--- src/rtl/deser_pkg.sv ---
// Shared types and helpers for the serial-to-parallel deserializer.
// The PARITY state is only reachable when DESER_PARITY_EN is defined.
package deser_pkg;

  typedef enum logic [1:0] {
    IDLE      = 2'd0,
    RECEIVING = 2'd1,
    PARITY    = 2'd2
  } state_t;

  // Bits needed for a counter that must be able to represent 0..width.
  function automatic int cnt_width(input int width);
    return $clog2(width + 1);
  endfunction

endpackage

--- src/rtl/deser_word_fifo.sv ---
// Word FIFO that holds completed words until the consumer acknowledges them.
// Pointers wrap modulo DEPTH. A push while full is accepted only when a pop
// happens on the same edge. clear empties the queue and overrides push/pop.
// head reads as zero whenever the queue is empty.
module deser_word_fifo #(
  parameter int DW    = 9,
  parameter int DEPTH = 2
) (
  input  logic          clk,
  input  logic          rst_n,
  input  logic          push,
  input  logic          pop,
  input  logic          clear,
  input  logic [DW-1:0] wdata,
  output logic [DW-1:0] head,
  output logic          full,
  output logic          empty
);

  localparam int PTR_W = (DEPTH > 1) ? $clog2(DEPTH) : 1;
  localparam int OCC_W = $clog2(DEPTH) + 1;

  logic [DW-1:0]    mem [DEPTH];
  logic [PTR_W-1:0] wr_ptr;
  logic [PTR_W-1:0] rd_ptr;
  logic [OCC_W-1:0] count;
  logic             do_push;
  logic             do_pop;

  function automatic logic [PTR_W-1:0] wrap_inc(input logic [PTR_W-1:0] p);
    return (p == PTR_W'(DEPTH - 1)) ? '0 : p + 1'b1;
  endfunction

  assign empty   = (count == '0);
  assign full    = (count == OCC_W'(DEPTH));
  assign do_pop  = pop && !empty && !clear;
  assign do_push = push && (!full || do_pop) && !clear;
  assign head    = empty ? '0 : mem[rd_ptr];

  // Storage array: written only on an accepted push, never reset.
  always_ff @(posedge clk) begin
    if (do_push) mem[wr_ptr] <= wdata;
  end

  // Pointer and occupancy bookkeeping; clear and reset both empty the queue.
  always_ff @(posedge clk or negedge rst_n) begin
    if (!rst_n) begin
      wr_ptr <= '0;
      rd_ptr <= '0;
      count  <= '0;
    end else if (clear) begin
      wr_ptr <= '0;
      rd_ptr <= '0;
      count  <= '0;
    end else begin
      if (do_push) wr_ptr <= wrap_inc(wr_ptr);
      if (do_pop)  rd_ptr <= wrap_inc(rd_ptr);
      case ({do_push, do_pop})
        2'b10:   count <= count + 1'b1;
        2'b01:   count <= count - 1'b1;
        default: count <= count;
      endcase
    end
  end

endmodule

--- src/rtl/deser_fifo_param.sv ---
// Parametrised serial-to-parallel deserializer with a DEPTH-entry output FIFO.
// Optional macro DESER_PARITY_EN: each word is followed by one even-parity
// bit, and a per-entry error flag travels through the FIFO to parity_err.
module deser_fifo_param
  import deser_pkg::*;
#(
  parameter int WIDTH     = 8,
  parameter int DEPTH     = 2,
  parameter int MSB_FIRST = 1
) (
  input  logic             clock_100,
  input  logic             reset_n,
  input  logic             data_in,
  input  logic             write_in,
  input  logic             ack_in,
  input  logic             clear_in,
  output logic [WIDTH-1:0] data_out,
  output logic             data_ready,
  output logic             status_out,
  output logic             full,
  output logic             overflow,
  output logic             parity_err
);

  localparam int CNT_W = cnt_width(WIDTH);
`ifdef DESER_PARITY_EN
  localparam int FW = WIDTH + 1;
`else
  localparam int FW = WIDTH;
`endif

  state_t           state;
  logic [CNT_W-1:0] bit_cnt;
  logic [WIDTH-1:0] shift_reg;
  logic [WIDTH-1:0] shift_next;
  logic             last_data_bit;
  logic             word_done;
  logic [FW-1:0]    push_word;
  logic [FW-1:0]    head;
  logic             push_req;
  logic             pop_req;
  logic             fifo_full;
  logic             fifo_empty;

  // Shift direction decides which end of the word the first bit lands in.
  generate
    if (MSB_FIRST != 0) begin : g_msb
      assign shift_next = {shift_reg[WIDTH-2:0], data_in};
    end else begin : g_lsb
      assign shift_next = {data_in, shift_reg[WIDTH-1:1]};
    end
  endgenerate

  assign last_data_bit = (state == RECEIVING) && (bit_cnt == CNT_W'(WIDTH - 1));

`ifdef DESER_PARITY_EN
  // The word is already in shift_reg; the parity bit completes the entry.
  assign word_done = write_in && (state == PARITY);
  assign push_word = {^shift_reg ^ data_in, shift_reg};
`else
  assign word_done = write_in && last_data_bit;
  assign push_word = shift_next;
`endif

  assign pop_req  = ack_in && !fifo_empty;
  assign push_req = word_done && !clear_in;

  deser_word_fifo #(
    .DW    (FW),
    .DEPTH (DEPTH)
  ) u_fifo (
    .clk   (clock_100),
    .rst_n (reset_n),
    .push  (push_req),
    .pop   (pop_req),
    .clear (clear_in),
    .wdata (push_word),
    .head  (head),
    .full  (fifo_full),
    .empty (fifo_empty)
  );

  // Assembly FSM: collects bits, tolerates write_in gaps, restarts with no dead cycle.
  always_ff @(posedge clock_100 or negedge reset_n) begin
    if (!reset_n) begin
      state     <= IDLE;
      bit_cnt   <= '0;
      shift_reg <= '0;
    end else if (clear_in) begin
      state     <= IDLE;
      bit_cnt   <= '0;
      shift_reg <= '0;
    end else if (write_in) begin
      case (state)
        IDLE: begin
          shift_reg <= shift_next;
          bit_cnt   <= CNT_W'(1);
          state     <= RECEIVING;
        end
        RECEIVING: begin
          shift_reg <= shift_next;
          if (last_data_bit) begin
            bit_cnt <= '0;
`ifdef DESER_PARITY_EN
            state   <= PARITY;
`else
            state   <= IDLE;
`endif
          end else begin
            bit_cnt <= bit_cnt + 1'b1;
          end
        end
        default: begin
          bit_cnt <= '0;
          state   <= IDLE;
        end
      endcase
    end
  end

  // Sticky drop flag: a finished word found the FIFO full with no pop to free a slot.
  always_ff @(posedge clock_100 or negedge reset_n) begin
    if (!reset_n) begin
      overflow <= 1'b0;
    end else if (clear_in) begin
      overflow <= 1'b0;
    end else if (word_done && fifo_full && !pop_req) begin
      overflow <= 1'b1;
    end
  end

  assign status_out = (state != IDLE);
  assign data_out   = head[WIDTH-1:0];
  assign data_ready = !fifo_empty;
  assign full       = fifo_full;
`ifdef DESER_PARITY_EN
  assign parity_err = head[WIDTH];
`else
  assign parity_err = 1'b0;
`endif

endmodule
--- config.mk ---
export PLATFORM = sky130hd
export DESIGN_NAME = deser_fifo_param
export DESIGN_NICKNAME = d
export VERILOG_FILES = /design/src/rtl/deser_pkg.sv /design/src/rtl/deser_word_fifo.sv /design/src/rtl/deser_fifo_param.sv
export SDC_FILE = /design/constraint.sdc
export NUM_CORES = 1
export LEC_CHECK = 0
export ABC_AREA = 1
export CAP_MARGIN = 10
export CORE_MARGIN = 4
export CORE_UTILIZATION = 45
export CTS_CLUSTER_SIZE = 24
export DETAILED_ROUTE_END_ITERATION = 16
export DONT_BUFFER_PORTS = 1
export REMOVE_ABC_BUFFERS = 1
export SKIP_LAST_GASP = 1
export SLEW_MARGIN = 20
export SYNTH_ARGS = -nofsm -noshare
export SYNTH_HDL_FRONTEND = slang
export SYNTH_SLANG_ARGS = --single-unit
--- constraint.sdc ---
create_clock -name clock_100 -period 4.4 [get_ports clock_100]
set_input_delay 0.22 -clock clock_100 [delete_from_list [all_inputs] [get_ports clock_100]]
set_output_delay 0.22 -clock clock_100 [all_outputs]
set_load 0.01 [all_outputs]
# Word-level counts from Yosys, hierarchy flattened

Memories as Yosys holds them, arrays and structs flattened.
Cells that the tools add are included.

Bits in registers: 18
Bits in writable memories: 16
Bits of input ports: 6
Output and inout bits: 13
Logic and storage cells: 70
Memories: 1

Memory list:

| memory     | words | width | read ports | clocked after Yosys merged registers in | write ports | line                  | source |
|---|---|---|---|---|---|---|---|
| u_fifo.mem | 2     | 8     | 1          | 0                                       | 1           | deser_word_fifo.sv:23 | `logic [DW-1:0] mem [DEPTH];` |

Add/subtract/negate cells: 5
Equal/unequal tests: 6
Multiplexer cells: 24
Reduce and logical (&&, ||, !) cells: 27

Operators with widths:

| operator                                                              | count |
|---|---|
| 7-bit 2-to-1 mux                                                      | 3 |
| 4-bit 2-to-1 mux                                                      | 3 |
| 2-bit nonzero test                                                    | 6 |
| 1-bit logical AND                                                     | 10 |
| 1-bit 2-to-1 mux                                                      | 10 |
| 2-bit 2-to-1 mux                                                      | 4 |
| 8-bit 2-to-1 mux                                                      | 1 |
| 2-bit case mux with 2 select lines                                    | 2 |
| 4-bit case mux with 2 select lines                                    | 1 |
| 4-bit by 1-bit adder with 4-bit output, second input constant         | 1 |
| 2-bit by 1-bit equality test with 1-bit output, second input constant | 2 |
| 2-bit equality test, second input constant                            | 2 |
| 4-bit by 3-bit equality test with 1-bit output, second input constant | 1 |
| 1-bit zero test                                                       | 4 |
| 2-bit zero test                                                       | 2 |
| 2-bit AND reduction                                                   | 2 |
| 3-bit != test, second input constant                                  | 1 |
| 3-bit nonzero test                                                    | 1 |
| 1-bit adder, second input constant                                    | 2 |
| 2-bit by 1-bit adder with 2-bit output, second input constant         | 1 |
| 2-bit OR reduction                                                    | 1 |
| 2-bit by 1-bit subtractor with 2-bit output, second input constant    | 1 |
| 1-bit logical OR                                                      | 1 |

# Logic depth before layout (Yosys ltp)

Gate-level depths: netlist (run 1).

Depth after elaboration: 11
Mapped depth: 10
Gate-level depth less buffers: 10

# Hierarchy

From an unflattened synthesis (run 1), not the netlist that was laid out.

Cell total of the unflattened synthesis: 159
Area total of the unflattened synthesis: 1500.2 um^2

By module, submodules not included:

| module           | instances | cells each | area each (um^2) | sequential area each (um^2) |
|---|---|---|---|---|
| deser_word_fifo  | 1         | 85         | 880.8            | 580.6 |
| deser_fifo_param | 1         | 74         | 619.3            | 325.3 |

# Worst setup path before layout (run 1)

Ideal clock, no wire load.

Path type: register to register
From: register bit_cnt[0]
To: memory u_fifo.mem[0][0] (netlist name) (enable)
Setup time: 373 ps
Data arrival time: 1242 ps
Required time: 4027 ps
Setup slack: 2784 ps
Stages on the path, launching flop included: 6
Buffers on the path: 0
Period minus slack after synthesis: 1616 ps
Path through: dfrtp_1 -> ha_1 -> nand2_1 -> nor2_4 -> nand3_4 -> nor2_1

Word-level cells in the longest chain between the ends: 8

RTL lines:

| element                                        | line                    | source |
|---|---|---|
| start: declaration                             | deser_fifo_param.sv:33  | `logic [CNT_W-1:0] bit_cnt;` |
| start signal: assignment                       | deser_fifo_param.sv:110 | `bit_cnt <= bit_cnt + 1'b1;` |
| 4-bit by 3-bit equality test with 1-bit output | deser_fifo_param.sv:54  | `assign last_data_bit = (state == RECEIVING) && (bit_cnt == CNT_W'(WIDTH - 1));` |
| 1-bit logical AND                              | deser_fifo_param.sv:54  |  |
| 1-bit logical AND                              | deser_fifo_param.sv:61  | `assign word_done = write_in && last_data_bit;` |
| 1-bit logical AND                              | deser_fifo_param.sv:66  | `assign push_req = word_done && !clear_in;` |
| 1-bit logical AND (2 in a row)                 | deser_word_fifo.sv:37   | `assign do_push = push && (!full \|\| do_pop) && !clear;` |
| 1-bit 2-to-1 mux                               | deser_word_fifo.sv:42   | `if (do_push) mem[wr_ptr] <= wdata;` |
| 1-bit 2-to-1 mux (implied by the code)         | deser_word_fifo.sv:42   |  |
| end: declaration                               | deser_word_fifo.sv:23   |  |

No other way between the ends.

# Worst setup path after layout (run 1)

From: register bit_cnt[0]
To: memory u_fifo.mem[1][7] (netlist name) (enable)

The elaborated chain is that of the path after synthesis.

==> flow_summary.json, run 1 <==
{
  "yosysTopAreaCell": "edfxtp_1",
  "antenna_found_initial": 0,
  "synth_seq_cells": 33,
  "dr.first_iter.drc_count": 21,
  "drc": 0,
  "antenna_cells": 0,
  "hold_viol_final": 0,
  "rsz0062_at_grt": "no",
  "outcome": "finished, final reports clean",
  "cts_max_level": 2,
  "rr_worst_depth": 5,
  "relSlewSlack_pct": 47.7,
  "syn_area_per_cell_um2": 9.98,
  "final_layout_size_suffix_gt1_share_pct": 12.9,
  "synth_flop_cell": "dfrtp_1",
  "numCtsBuffers": 5,
  "gp_congestion": 0.855,
  "p_leak_nw": 0.687,
  "cts_sinks": 33,
  "p_comb_share_pct": 17.8,
  "finalNonFillerCells": 199,
  "clock_skew_ns": 0.0132,
  "synth_top_area_share_pct": 33.0,
  "viasPerCell": 4.84,
  "pin_count": 19,
  "ys_seq_area_share_pct": 62.2,
  "postCtsSetupBuffers": 0,
  "worstMarginPinSlew_ns": 0.782,
  "row_count": 20,
  "drtAntennaViolNets": 0,
  "hold_class": "in -> reg",
  "grt_use_total_pct": 14.4,
  "finalPower_mw": 0.701,
  "place_hpwl_mm": 1.97,
  "layout_common_cells": "32 x nand2_1, 17 x dfrtp_1, 16 x inv_1, 16 x edfxtp_1, 11 x nor2_1",
  "dpl_cell_area_um2": 1500,
  "cp-start-kind": "flop",
  "critPathKind": "reg -> reg",
  "end_kind": "flop",
  "avgRoutedWirePerCell_um": 13.1,
  "p_per_area_nw_per_um2": 436,
  "fin_crit_sh_pct": 40.6,
  "setup_ws_ns": 2.61,
  "crit_arrival_ns": 1.76,
  "grt_max_degree": 18,
  "wl_mm": 2.62,
  "min_from": "clear_in",
  "final_common_cell": "nand2_1",
  "synth-edff-count": 16,
  "synth_cells": 146,
  "num_vias": 964,
  "fmax_mhz": 560,
  "drtPass1Iterations": 4,
  "finalSetupViolations": 0,
  "overflow": 0,
  "port_buffers": 0,
  "grt_pass1_vias": 1021,
  "synthToLayoutAreaGrowth_pct": 10.4,
  "clockBufferDepth": 2,
  "max-cap-violations": 0,
  "synth-async-reset-ratio_pct": 51.5,
  "synth_area_leaders": "edfxtp_1 33%, dfrtp_1 29%, nand2_1 8.2%",
  "hold_depth": 3,
  "final_area_um2": 1610,
  "pre_cts_ws_ns": 2.61,
  "cts.clk_slew.worst_paths_ns": 0.10,
  "drv_slew": 0,
  "tritoncts": "built",
  "cts_root_buffer": "clkbuf_4",
  "seq_power_share_pct": 50.1,
  "ys_warn_count": 0,
  "hold_path_end": "u_fifo.count[0]",
  "fin_crit_ns": 1.79,
  "post-place-cells": 188,
  "fp.dieH_um": 64.9,
  "path_max_fanout": 8,
  "clock_latency_ns": 0.34,
  "initial_core_util_pct": 47.3,
  "syn_area_um2": 1460,
  "peakVddDrop_v": 0.000179,
  "r2r_end": "u_fifo.mem[1][7]",
  "clkPwrFrac_pct": 32.1,
  "tns_ns": 0,
  "switching_share_pct": 31.1,
  "fp.dieW_um": 64.9,
  "required_ns": 4.37,
  "finalNetCount": 161,
  "p_sw_mw": 0.218,
  "p_int_mw": 0.484,
  "grt_first_pass_wirelength_mm": 4.60,
  "dieArea_um2": 4210,
  "r2r_start": "bit_cnt[0]",
  "largest_register_ffs": 16,
  "netlist-cell-type-count": 25,
  "r2r_slack_ns": 2.61,
  "core-area_um2": 3080
}
## worst max path at each step
| stage | start | to |
|---|---|---|
| after global placement | bit_cnt[0] | u_fifo.mem[1][4] |
| final | bit_cnt[0] | u_fifo.mem[1][7] |
| after CTS | bit_cnt[0] | u_fifo.mem[1][0] |
| after floorplan | bit_cnt[0] | u_fifo.mem[0][0] |
| after global routing | bit_cnt[0] | u_fifo.mem[1][7] |
| after detailed placement | bit_cnt[0] | u_fifo.mem[1][4] |
## worst max-delay path: stages, from the launching register on
cell and delay, ns:
dfrtp_1 0.39, ha_1 0.18, nand2_1 0.10, nor2_4 0.17, nand3_4 0.09, nor2_1 0.50
## synth_stat cells (2+ instances only)
cell,n
a21oi_1,10
dfrtp_1,17
edfxtp_1,16
inv_1,16
inv_2,3
nand2_1,32
nand2_2,5
nand3_1,9
nor2_1,11
o21ai_0,6
o21bai_1,2
o22ai_1,6
## cell type report
cell class	instances	area, um2
Multi-Input combinational cell	90	457
Fill cell	296	1470
Tap cell	44	55.1
Timing Repair Buffer	3	30.0
Clock buffer	5	37.5
Sequential cell	33	906
Inverter	21	81.3
Clock inverter	3	41.3
## power by group through the flow
stage                     registers (mW)  clock network, mW  logic [mW]
after floorplan                    0.353                  0       0.101
after global placement             0.357                  0       0.118
after detailed placement           0.358                  0       0.121
after CTS                          0.352              0.227       0.127
after global routing               0.355              0.240       0.144
final                              0.351              0.225       0.125
## kinds of logic after synthesis
group,share of synthesized area (%)
and+or+nand+nor,19.8
DFF,62.2
AOI/OAI and AO/OA,9.79
buffers and inverters,6.44
xor gates and xnor gates,0.601
adders and majority gates,0.859
other,0.257
## what timing repair did
| item | in CTS | in global routing |
|---|---|---|
| endpoints found under the hold margin | 21 | 0 |
| hold buffers | 3 | 0 |
| resized for setup | 0 | 0 |
| endpoints found under the setup margin | 0 | 0 |
## metrics by stage
step,hold slack [ns],utilization [%]
4_1_cts,0.0271,52.2
5_1_grt,0.0675,52.2
3_5_place_dp,-0.0751,48.7
3_3_place_gp,-0.0751,48.7
6_report,0.0425,52.2
2_1_floorplan,-0.0756,-
## routing by layer
layer  wire [um]  global-route usage [%]  vias up
li1            -                       -      495
met3         145                    5.55        8
met1        1220                    17.3      441
met4          62                    6.33        0
met5           0                       0        -
met2        1180                    22.7       20
No activity file was read; power rests on OpenSTA's default activity.
==> run 2, diff against run 1 <==
clock period = 1.78 ns   (was 4.4 ns; I/O delays follow)
==> run 2 against run 1 <==
Die area is the same. Combinational power grew to 2.5 times the previous value. Sequential share of layout area shrank 2.0 points. Clock-buffer cell count is the same. Setup slack lost 2.3 ns. Register-to-register slack lost 2.3 ns. Core utilization grew 1.9 points. Final cell count grew 2.0%. Worst hold slack lost 0.022 ns. Power grew to 2.7 times the previous value. Critical endpoint is now data_out[1]. Via count grew 3.4%. Non-clock buffer count grew 4.
==> flow_summary.json, run 2 (synthesis results as in run 1) <==
{
  "drv_slew": 0,
  "critPathSlowestCell": "dfrtp_1",
  "largest_register_ffs": 16,
  "relSlewSlack_pct": 48.0,
  "dr.first_iter.drc_count": 54,
  "grt_first_pass_wirelength_mm": 4.73,
  "wl_mm": 2.64,
  "dieArea_um2": 4210,
  "max-cap-violations": 0,
  "p_sw_mw": 0.534,
  "grt_max_degree": 18,
  "final_area_um2": 1670,
  "dpl_cell_area_um2": 1510,
  "r2r_start": "bit_cnt[1]",
  "cp_slowest_stage_delay_ns": 0.51,
  "clockBufferDepth": 2,
  "cp_cell_sequence": "clkinv_1 > nand2_1 > a21oi_1",
  "critPathKind": "reg -> out",
  "layout_common_cells": "32 x nand2_1, 17 x dfrtp_1, 16 x inv_1, 16 x edfxtp_1, 11 x nor2_1",
  "hold_viol_final": 0,
  "required_ns": 1.69,
  "tns_ns": 0,
  "end_kind": "output port",
  "fmax_mhz": 661,
  "drtAntennaViolNets": 0,
  "synthToLayoutAreaGrowth_pct": 14.4,
  "min_from": "clear_in",
  "finalPower_mw": 1.88,
  "worstMarginPinSlew_ns": 0.778,
  "grt_pass1_vias": 1042,
  "cp.buffers_inverters": 1,
  "finalSetupViolations": 0,
  "path_max_fanout": 10,
  "final_common_cell": "nand2_1",
  "crit_arrival_ns": 1.42,
  "postCtsSetupBuffers": 0,
  "hold_class": "in -> reg",
  "core-area_um2": 3080,
  "port_buffers": 0,
  "numCtsBuffers": 5,
  "drc": 0,
  "avgRoutedWirePerCell_um": 13.0,
  "cts_max_level": 2,
  "p_int_mw": 1.34,
  "holdWs_ns": 0.0208,
  "cts_sinks": 33,
  "row_count": 20,
  "tritoncts": "built",
  "gp_congestion": 0.858,
  "p_per_area_nw_per_um2": 1130,
  "cts_root_buffer": "clkbuf_4",
  "p_leak_nw": 0.723,
  "rsz0062_at_grt": "no",
  "postCtsResizedCells": 0,
  "clock_skew_ns": 0.00454,
  "outcome": "finished, final reports clean",
  "clock_latency_ns": 0.33,
  "fin_crit_sh_pct": 85.0,
  "drtPass1Iterations": 4,
  "crit_path_start": "u_fifo.rd_ptr",
  "cp_top_family": "flip-flops",
  "fp.dieH_um": 64.9,
  "r2r_slack_ns": 0.30,
  "antenna_cells": 0,
  "fp.dieW_um": 64.9,
  "cts.clk_slew.worst_paths_ns": 0.10,
  "peakVddDrop_v": 0.000660,
  "num_vias": 997,
  "overflow": 0,
  "place_hpwl_mm": 1.98,
  "finalNetCount": 165,
  "seq_power_share_pct": 46.4,
  "pin_count": 19,
  "initial_core_util_pct": 47.3,
  "p_comb_share_pct": 17.0,
  "clkPwrFrac_pct": 36.6,
  "cp-start-kind": "flop",
  "switching_share_pct": 28.5,
  "fin_crit_ns": 1.51,
  "viasPerCell": 4.91,
  "antenna_found_initial": 0,
  "grt_use_total_pct": 14.9,
  "final_layout_size_suffix_gt1_share_pct": 14.5
}
==> run 2: final timing paths <==
path	endpoint	cells after the start
max in group asynchronous	u_fifo.count[0]	1
max	data_out[1]	3
min in group asynchronous	bit_cnt[1]	1
max reg2reg	u_fifo.mem[1][7]	6
min reg2reg	u_fifo.mem[1][3]	0
min	u_fifo.count[1]	4
==> run 2: per-stage QoR <==
step | worst slack (ns) | utilization, % | instances
CTS | 0.244 | 54.1 | 203
global placement | 0.352 | 49.2 | 190
finish | 0.267 | 54.1 | 203
global route | 0.0919 | 54.1 | 203
detailed placement | 0.299 | 49.2 | 190
floorplan | 0.164 | - | 144
==> run 2: cell type report <==
class	instances	area, um2
sequential	33	906
clock inverter	3	65.1
tap	44	55.1
timing repair buffer	7	65.1
inverter	21	81.3
fill	285	1410
clock buffer	5	37.5
multi-input combinational	90	457
==> run 2: worst min-delay path: stages <==
cell,delay (ns)
nor2_2,0.03
nand2_2,0.07
nand3_1,0.08
nand2_1,0.06
==> run 2: power groups by stage <==
stage	Combinational [mW]	Clock, mW	Sequential (mW)
floorplan	0.250	0	0.872
global placement	0.291	0	0.883
detailed placement	0.303	0	0.886
CTS	0.324	0.700	0.871
global route	0.367	0.743	0.881
finish	0.318	0.687	0.870
==> run 2: metal layers <==
metal  GRT usage (%)  routed length [um]
met3            5.89                 140
met4            5.54                   0
met1            18.4                1210
met2            23.4                1290
met5               0                   0
==> run 2: timing repair <==
| item | CTS | global route |
|---|---|---|
| hold buffers | 5 | 0 |
| setup endpoints to repair | 0 | 0 |
| endpoints found under the hold margin | 31 | 0 |
==> run 3, diff against run 2 <==
clock period = 1.25 ns   (was 1.78 ns; I/O delays follow)
==> run 3 against run 2 <==
The flow now finishes with violations (negative setup slack). Final area grew 18%. Power grew 53%. First-iteration DRC count shrank 57%. Wire length grew 11%. Critical path depth grew 3. Worst hold slack gained 0.0030 ns. Critical endpoint is now u_fifo.mem[0][4]. Largest cell class unchanged.
==> flow_summary.json, run 3 (synthesis results as in run 1) <==
{
  "hold_viol_final": 0,
  "core-area_um2": 3080,
  "largest_register_ffs": 16,
  "final_layout_size_suffix_gt1_share_pct": 33.9,
  "cts.clk_slew.worst_paths_ns": 0.11,
  "overflow": 0,
  "setup_ws_ns": -0.179,
  "relSlewSlack_pct": 47.6,
  "critPathKind": "reg -> reg",
  "final_area_um2": 1960,
  "cp_cell_sequence": "ha_2 > nand2_2 > nor2_4 > nand3_4 > nor2_4 > buf_4",
  "fin_crit_sh_pct": 114,
  "antenna_cells": 0,
  "gp_congestion": 0.855,
  "grt_pass1_vias": 1130,
  "wl_mm": 2.93,
  "grt_use_total_pct": 16.2,
  "avgRoutedWirePerCell_um": 13.1,
  "fin_crit_ns": 1.43,
  "final_common_cell": "nand2_1",
  "finalPower_mw": 2.87,
  "drv_slew": 0,
  "worstMarginPinSlew_ns": 0.783,
  "peakVddDrop_v": 0.000726,
  "cpMostUsedCell": "nor2_4",
  "cp.buffers_inverters": 1,
  "pin_count": 19,
  "drtPass1Iterations": 4,
  "finalNonFillerCells": 224,
  "p_leak_nw": 0.844,
  "cts_max_level": 2,
  "clock_skew_ns": 0.00473,
  "row_count": 20,
  "place_hpwl_mm": 2.01,
  "cp-start-kind": "flop",
  "dr.first_iter.drc_count": 23,
  "rsz0062_at_grt": "yes",
  "use_met3_pct": 6.24,
  "met2_usage_pct": 27.7,
  "crit_arrival_ns": 1.49,
  "synthToLayoutAreaGrowth_pct": 34.6,
  "numCtsBuffers": 5,
  "initial_core_util_pct": 47.3,
  "post-place-cells": 203,
  "cts_root_buffer": "clkbuf_4",
  "viasPerCell": 4.94,
  "drc": 0,
  "grt_first_pass_wirelength_mm": 5.14,
  "grt_max_degree": 18,
  "violations": "negative setup slack",
  "tritoncts": "built",
  "clockBufferDepth": 2,
  "antenna_found_initial": 0,
  "end_kind": "flop",
  "port_buffers": 0,
  "dpl_cell_area_um2": 1610,
  "finalNetCount": 186,
  "path_max_fanout": 4,
  "pre_cts_ws_ns": -0.190,
  "cts_sinks": 33,
  "cp_slowest_stage_delay_ns": 0.38,
  "num_vias": 1107,
  "cp_top_family": "simple AND/OR/NAND/NOR gates",
  "max-cap-violations": 0,
  "finalSetupViolations": 28,
  "critPathSlowestCell": "dfrtp_1",
  "layout_common_cells": "30 x nand2_1, 17 x dfrtp_1, 17 x buf_4, 16 x inv_1, 16 x edfxtp_1",
  "fp.dieW_um": 64.9,
  "busiest_layer": "met2",
  "drtAntennaViolNets": 0,
  "fp.dieH_um": 64.9,
  "required_ns": 1.31,
  "grt_use_met1_pct": 18.8,
  "clock_latency_ns": 0.33,
  "fmax_mhz": 700,
  "hold_class": "in -> reg",
  "outcome": "finished, violations left",
  "dieArea_um2": 4210,
  "p_per_area_nw_per_um2": 1460
}
-- run 3: cell count changes in the layout (fill, tap and decap cells not counted), sizes merged --
cell | before | now
buf | 2 | 23
bufinv | 2 | 1
clkinvlp | 0 | 1
-- run 3: area by class of cell --
type,instances,area (um2)
fillers,266,1120
flip-flops and latches,33,906
repair buffers,28,254
clock inverters,3,46.3
multi-input cells,90,579
inverters,21,82.6
well taps,44,55.1
clock buffers,5,37.5
-- run 3: worst reg2reg max path, stage by stage (launching register included) --
cell	delay, ns
dfrtp_1	0.38
ha_2	0.20
nand2_2	0.07
nor2_4	0.15
nand3_4	0.11
nor2_4	0.11
buf_4	0.14
-- run 3: final timing paths --
path                              start               end  slack (ns)  cells after the start
max                          bit_cnt[1]  u_fifo.mem[0][4]       -0.18                      6
min                            write_in        bit_cnt[0]        0.02                      3
max reg2reg                  bit_cnt[1]  u_fifo.mem[0][4]       -0.18                      6
min reg2reg                shift_reg[3]  u_fifo.mem[1][4]        0.48                      0
max in group asynchronous       reset_n      shift_reg[1]        0.52                      1
min in group asynchronous       reset_n        bit_cnt[0]        0.25                      1
-- run 3: per-stage QoR --
| step | hold WS [ns] | util [%] | setup TNS (ns) |
|---|---|---|---|
| floorplan | -0.233 | - | -5.93 |
| finish | 0.0238 | 63.7 | -3.37 |
| detailed placement | -0.233 | 52.4 | -3.49 |
| CTS | 0.0146 | 61.2 | -3.04 |
| global placement | -0.233 | 52.4 | -2.69 |
| global route | 0.0132 | 63.7 | -5.67 |
-- run 3: power breakdown --
group	internal, mW	switching, mW	total [mW]	leakage (nW)
logic	0.341	0.507	0.848	0.424
clock network	0.423	0.380	0.804	0.0414
registers	1.17	0.0419	1.22	0.378
-- run 3: metal layers --
layer	share of wire (%)	routed length (um)	vias to the layer above
li1	-	-	548
met1	43	1250	535
met2	51	1510	20
met3	4.7	139	4
met4	1.3	37	0
met5	0	0	-
-- run 3: timing repair --
| action | in CTS | in global routing |
|---|---|---|
| endpoints found under the setup margin | 30 | 31 |
| hold buffers | 5 | 0 |
| pin swaps | 3 | 5 |
| setup buffers | 3 | 4 |
| cloned | 1 | 0 |
| endpoints found under the hold margin | 33 | 0 |
| gates resized for setup | 23 | 13 |
